[src/rtl/itof_pipe.sv]
// itof_pipe: 3-stage signed int32 -> IEEE-754 single converter, round-to-nearest-even, valid/ready with tag passthrough
module itof_pipe #(
    parameter int TAG_W = 6
) (
    input  logic             clk,
    input  logic             rst,
    input  logic             in_valid,
    output logic             in_ready,
    input  logic [31:0]      in_data,
    input  logic [TAG_W-1:0] in_tag,
    output logic             out_valid,
    input  logic             out_ready,
    output logic [31:0]      out_data,
    output logic [TAG_W-1:0] out_tag
);
    logic             w_stall;
    logic [4:0]       w_lz;
    logic [30:0]      w_norm;
    logic             w_rnd;
    logic [23:0]      w_sum;
    logic [7:0]       w_exp;
    logic             r_s1_v, r_s1_sign, r_s1_zero;
    logic [TAG_W-1:0] r_s1_tag;
    logic [31:0]      r_s1_mag;
    logic             r_s2_v, r_s2_sign, r_s2_zero;
    logic [TAG_W-1:0] r_s2_tag;
    logic [30:0]      r_s2_m;
    logic [7:0]       r_s2_exp;
    logic             r_s3_v;
    logic [TAG_W-1:0] r_s3_tag;
    logic [31:0]      r_s3_data;

    assign w_stall   = r_s3_v & ~out_ready;
    assign in_ready  = ~w_stall;
    assign out_valid = r_s3_v;
    assign out_data  = r_s3_data;
    assign out_tag   = r_s3_tag;

    // S1: split sign and magnitude; 0x80000000 maps onto itself as an unsigned magnitude
    always_ff @(posedge clk or posedge rst) begin
        if (rst) begin
            r_s1_v    <= 1'b0;
            r_s1_tag  <= '0;
            r_s1_sign <= 1'b0;
            r_s1_zero <= 1'b0;
            r_s1_mag  <= '0;
        end else if (!w_stall) begin
            r_s1_v    <= in_valid;
            r_s1_tag  <= in_tag;
            r_s1_sign <= in_data[31];
            r_s1_zero <= in_data == 32'd0;
            r_s1_mag  <= in_data[31] ? ~in_data + 32'd1 : in_data;
        end
    end

    // leading-zero count: the highest set bit wins; a zero magnitude leaves lz at 0
    always_comb begin
        w_lz = 5'd0;
        for (int i = 0; i < 32; i++) if (r_s1_mag[i]) w_lz = 5'(31 - i);
    end

    // bit 31 of the normalized value is the implicit one, so only the bits below it are kept
    assign w_norm = 31'(r_s1_mag << w_lz);

    // S2: normalize and derive the biased exponent
    always_ff @(posedge clk or posedge rst) begin
        if (rst) begin
            r_s2_v    <= 1'b0;
            r_s2_tag  <= '0;
            r_s2_sign <= 1'b0;
            r_s2_zero <= 1'b0;
            r_s2_m    <= '0;
            r_s2_exp  <= '0;
        end else if (!w_stall) begin
            r_s2_v    <= r_s1_v;
            r_s2_tag  <= r_s1_tag;
            r_s2_sign <= r_s1_sign;
            r_s2_zero <= r_s1_zero;
            r_s2_m    <= w_norm;
            r_s2_exp  <= 8'd158 - {3'b0, w_lz};
        end
    end

    assign w_rnd = r_s2_m[7] & ((|r_s2_m[6:0]) | r_s2_m[8]);
    assign w_sum = {1'b0, r_s2_m[30:8]} + {23'b0, w_rnd};
    assign w_exp = r_s2_exp + {7'b0, w_sum[23]};

    // S3: round to nearest even and pack; a carry out of the fraction bumps the exponent
    always_ff @(posedge clk or posedge rst) begin
        if (rst) begin
            r_s3_v    <= 1'b0;
            r_s3_tag  <= '0;
            r_s3_data <= '0;
        end else if (!w_stall) begin
            r_s3_v    <= r_s2_v;
            r_s3_tag  <= r_s2_tag;
            r_s3_data <= r_s2_zero ? 32'd0 : {r_s2_sign, w_exp, w_sum[22:0]};
        end
    end
endmodule

[config.mk]
export PLATFORM = sky130hd
export DESIGN_NAME = itof_pipe
export DESIGN_NICKNAME = d
export VERILOG_FILES = /design/src/rtl/itof_pipe.sv
export SDC_FILE = /design/constraint.sdc
export NUM_CORES = 1
export LEC_CHECK = 0
export CORE_ASPECT_RATIO = 0.7
export CORE_UTILIZATION = 64
export CTS_CLUSTER_DIAMETER = 60
export CTS_CLUSTER_SIZE = 16
export DETAILED_ROUTE_END_ITERATION = 16
export DONT_BUFFER_PORTS = 1
export MAX_ROUTING_LAYER = met4
export PLACE_DENSITY = 0.83
export RECOVER_POWER = 25
export REMOVE_ABC_BUFFERS = 1
export SETUP_SLACK_MARGIN = 0.15
export SYNTH_ARGS = -nofsm -noshare
export SYNTH_HDL_FRONTEND = slang
export SYNTH_SLANG_ARGS = --single-unit
[constraint.sdc]
create_clock -name clk -period 8.7 [get_ports clk]
set_input_delay 1.305 -clock clk [delete_from_list [all_inputs] [get_ports clk]]
set_output_delay 1.305 -clock clk [all_outputs]
set_load 0.05 [all_outputs]
==> key figures <==
Clocking
  – Clock slew at reported path FFs: 0.06 ns
  – CTS tree: yes
  – # hold bufs at CTS: 0
  – CTS sink cnt: about 130
  – CTS resizes: 0
  – H-tree depth: 4
  – Post-CTS setup buffers: 0
  – CTS buffer count: 17
  – Worst-Skew Late Latency: 0.41 ns
  – CTS root buffer: clkbuf_16
  – Clk buf depth: 2

Detailed routing
  – Final ANT Viol Nets: 0
  – Drt first-iter violations: 596
  – DRC: 0
  – DR WL/cell: 19.4 µm
  – Drt pass-1 iters: 6
  – Via count: 6,797
  – Vias per std cell: 6.59
  – DRT Wirelength: approximately 20,000 µm

Yosys
  – Synth Instances: 894
  – Post-synthesis register bit count: between 100 and 150
  – Area share of the largest cell type after synthesis: 41.0%
  – Synth Area in Adders: 0.801%
  – Synth Area per Inst: 8.74 µm²
  – EDFF count, synth: 0
  – Mapped cell area: 7810 µm²
  – YS warnings: 0
  – Post-Synth Simple-Gate Area: 19.9%
  – Post-synth top area cell: dfrtp_1
  – Yosys cell types: between 70 and 80
  – Area fraction in compound gates after synthesis: 20.2%
  – Post-synthesis mux area share: 7.09%
  – Async S/R FF share, synth: 100%
  – Primary FF master, synth: dfrtp_1
  – Cell with the most instances after synthesis: nand2_1
  – Main combinational cell family by area after synthesis: compound AO/OA/AOI/OAI gates
  – Area contributors post-synth: dfrtp_1, nand2_1, mux2i_1
  – Xor/xnor share of the synthesized area: 6.50%
  – Top cells by count, synth: nand2_1, dfrtp_1, o21ai_0
  – Seq/Total Area, Yosys: 41.0%

Hold path
  – Type of the most critical hold path: flip-flop to flip-flop
  – Hold path startpoint: r_s1_tag[4]
  – Hold Crit Depth: 2
  – Hold Path End: r_s1_tag[4]

STA
  – Min Tclk post-route: 5.75 ns
  – Hold Vio Cnt, Final: 0
  – Skew final: a little over 0.009 ns
  – Crit share post-route: 66.1%
  – FMAX: 174 MHz
  – Setup ws final: between 2 and 3 ns
  – Slew Viols, Final: ~140
  – Slew HR: -118%
  – Fin Hold WS: between 0.4 and 0.5 ns
  – Final count of negative-setup-slack endpoints: 0
  – Worst-Margin Slew: 3.27 ns
  – RSZ-0062 raised after global routing: no

Floorplanning
  – Ports: approximately 80
  – Starting density of the core: 66.2%
  – Total core area: between 10,000 and 15,000 µm²
  – Row Count: 33
  – Full die area: 12,700 µm²
  – Die width: 134 µm
  – Die H: about 94 µm

Worst setup path
  – Arrival @ worst endpoint: ~6 ns
  – WP data required: 8.88 ns
  – Startpoint types: input pin
  – WS Path Type: input pin to flip-flop
  – Worst R2R Setup Slack: 3.10 ns
  – Cells on worst reg2reg path: 8
  – CP endpoint kind: flip-flop
  – Crit Path Max Fanout: 80
  – Worst flop-to-flop path endpoint: r_s2_m[25]
  – Worst r2r src: out_valid

Global route
  – GR Overflow Total: 0
  – Largest net degree at the start of global routing: 82
  – Vias in the first global route: 6,408
  – Initial antenna violation count: 0
  – Total GRT Usage: between 30% and 40%
  – First-pass GRT wire length: between 30,000 and 40,000 µm

Finish
  – Final design area excluding fillers: 8420 µm²
  – Register area: 3200 µm²
  – Layout net count: roughly 910
  – Layout cells sized above 1: 7.89%
  – Area of the multi-input gates: between 4000 and 5000 µm²
  – FILL cells: 942
  – Ant diodes: 0
  – Area grow syn2layout: 7.77%

Outcome
  – Status: complete, but fails checks
  – Violated checks: max-capacitance violations, max-slew violations

Pwr
  – Final Power: 0.00323 W
  – Pleak: 3.60 nW
  – Cell Pwr Density: 384 nW/µm²
  – Peak VDD IR: roughly 230 µV

Job
  – Max-cap viol count: 2

Placed design
  – Placed Instance Area: between 7000 and 8000 µm²
  – RD Place Congestion: about 0.9
  – Port bufs: 0
  – Detail Placement HPWL: 14,000 µm
  – Pre-CTS setup slack: between 4 and 5 ns
[registers in the layout (all words and copies together) (netlist names)]
signal	cells
r_s2_exp	8
r_s2_zero	1
r_s1_zero	1
out_tag	6
r_s2_v	1
out_data	32
r_s1_v	1
r_s2_m	31
r_s1_mag	32
r_s2_tag	6
r_s1_sign	1
out_valid	1
r_s1_tag	6
r_s2_sign	1
[cell type report]
class,count,share of cell area (%)
Timing Repair Buffer,7,0.580
Multi-Input combinational cell,687,50.7
Clock buffer,19,5.26
Sequential cell,128,38.0
Inverter,20,0.996
Clock inverter,13,2.08
Tap cell,157,2.33
[power breakdown]
| part | internal, W | switching, W | leakage, nW |
|---|---|---|---|
| Combinational | 0.000442 | 0.000693 | 1.75 |
| Sequential | 0.000816 | 0.000528 | 1.55 |
| Clock | 0.000465 | 0.000285 | 0.301 |
| Total | 0.00172 | 0.00151 | 3.60 |
[per-stage QoR]
step / std cells / setup TNS (ns) / util, %
5_1_grt: 1031 / 0 / 71.3
4_1_cts: 1031 / 0 / 71.4
3_3_place_gp: 999 / 0 / 66.2
3_5_place_dp: 999 / 0 / 66.2
6_report: 1031 / 0 / 71.3
2_1_floorplan: 835 / -134.48 / -
[cells by family after synthesis]
| kind of cell | count (synthesis) |
|---|---|
| AO/OA/AOI/OAI | 226 |
| XOR/XNOR | 58 |
| adder cells (fa/ha/maj) | 5 |
| buffers and inverters | 79 |
| flip-flops | 128 |
| multiplexers | 53 |
| AND/OR/NAND/NOR | 345 |
[cell usage in the layout (no fill, tap or decap), types with 7 or more instances in the layout]
cell type,synthesis,layout
o31ai_1,17,17
xnor2_1,15,15
nor2_1,43,43
mux2i_1,43,43
a21oi_1,23,23
dfrtp_1,128,128
nand2b_1,11,11
nand2_1,197,197
a221o_1,7,7
nand3_1,22,22
xor2_1,43,43
a211oi_1,8,8
inv_1,19,17
o21a_1,8,8
nor3_1,14,14
and2_1,10,10
clkbuf_16,0,17
a31oi_1,8,8
mux2_2,9,9
nor4_1,11,11
o21ai_0,76,76
[layer usage]
| metal | vias up | GRT usage [%] | part of all wire, % |
|---|---|---|---|
| met3 | 35 | 6.55 | 8.3 |
| met1 | 3301 | 46.9 | 45 |
| met4 | 0 | 8.61 | 1.3 |
| met2 | 338 | 51.3 | 46 |
| met5 | - | - | 0 |
| li1 | 3123 | - | - |
[worst max-delay path, stage by stage]
cell	delay (ns)
nor2b_1	0.10
clkbuf_1	2.30
inv_2	0.58
buf_4	0.56
nand2_1	0.33
nor2_1	0.20
a221o_1	0.37
a2bb2oi_2	0.14
[worst max path at each step]
stage | end | slack, ns | from | depth (start not counted)
after global placement | r_s2_m[25] | 4.95 | out_ready | 8
after floorplan | r_s2_m[25] | -2.44 | out_ready | 6
after global routing | r_s2_m[25] | 2.48 | out_ready | 8
after detailed placement | r_s2_m[25] | 4.84 | out_ready | 8
after CTS | in_ready | 5.10 | out_ready | 3
final | r_s2_m[25] | 2.95 | out_ready | 8
No activity file was read; power rests on OpenSTA's default activity.
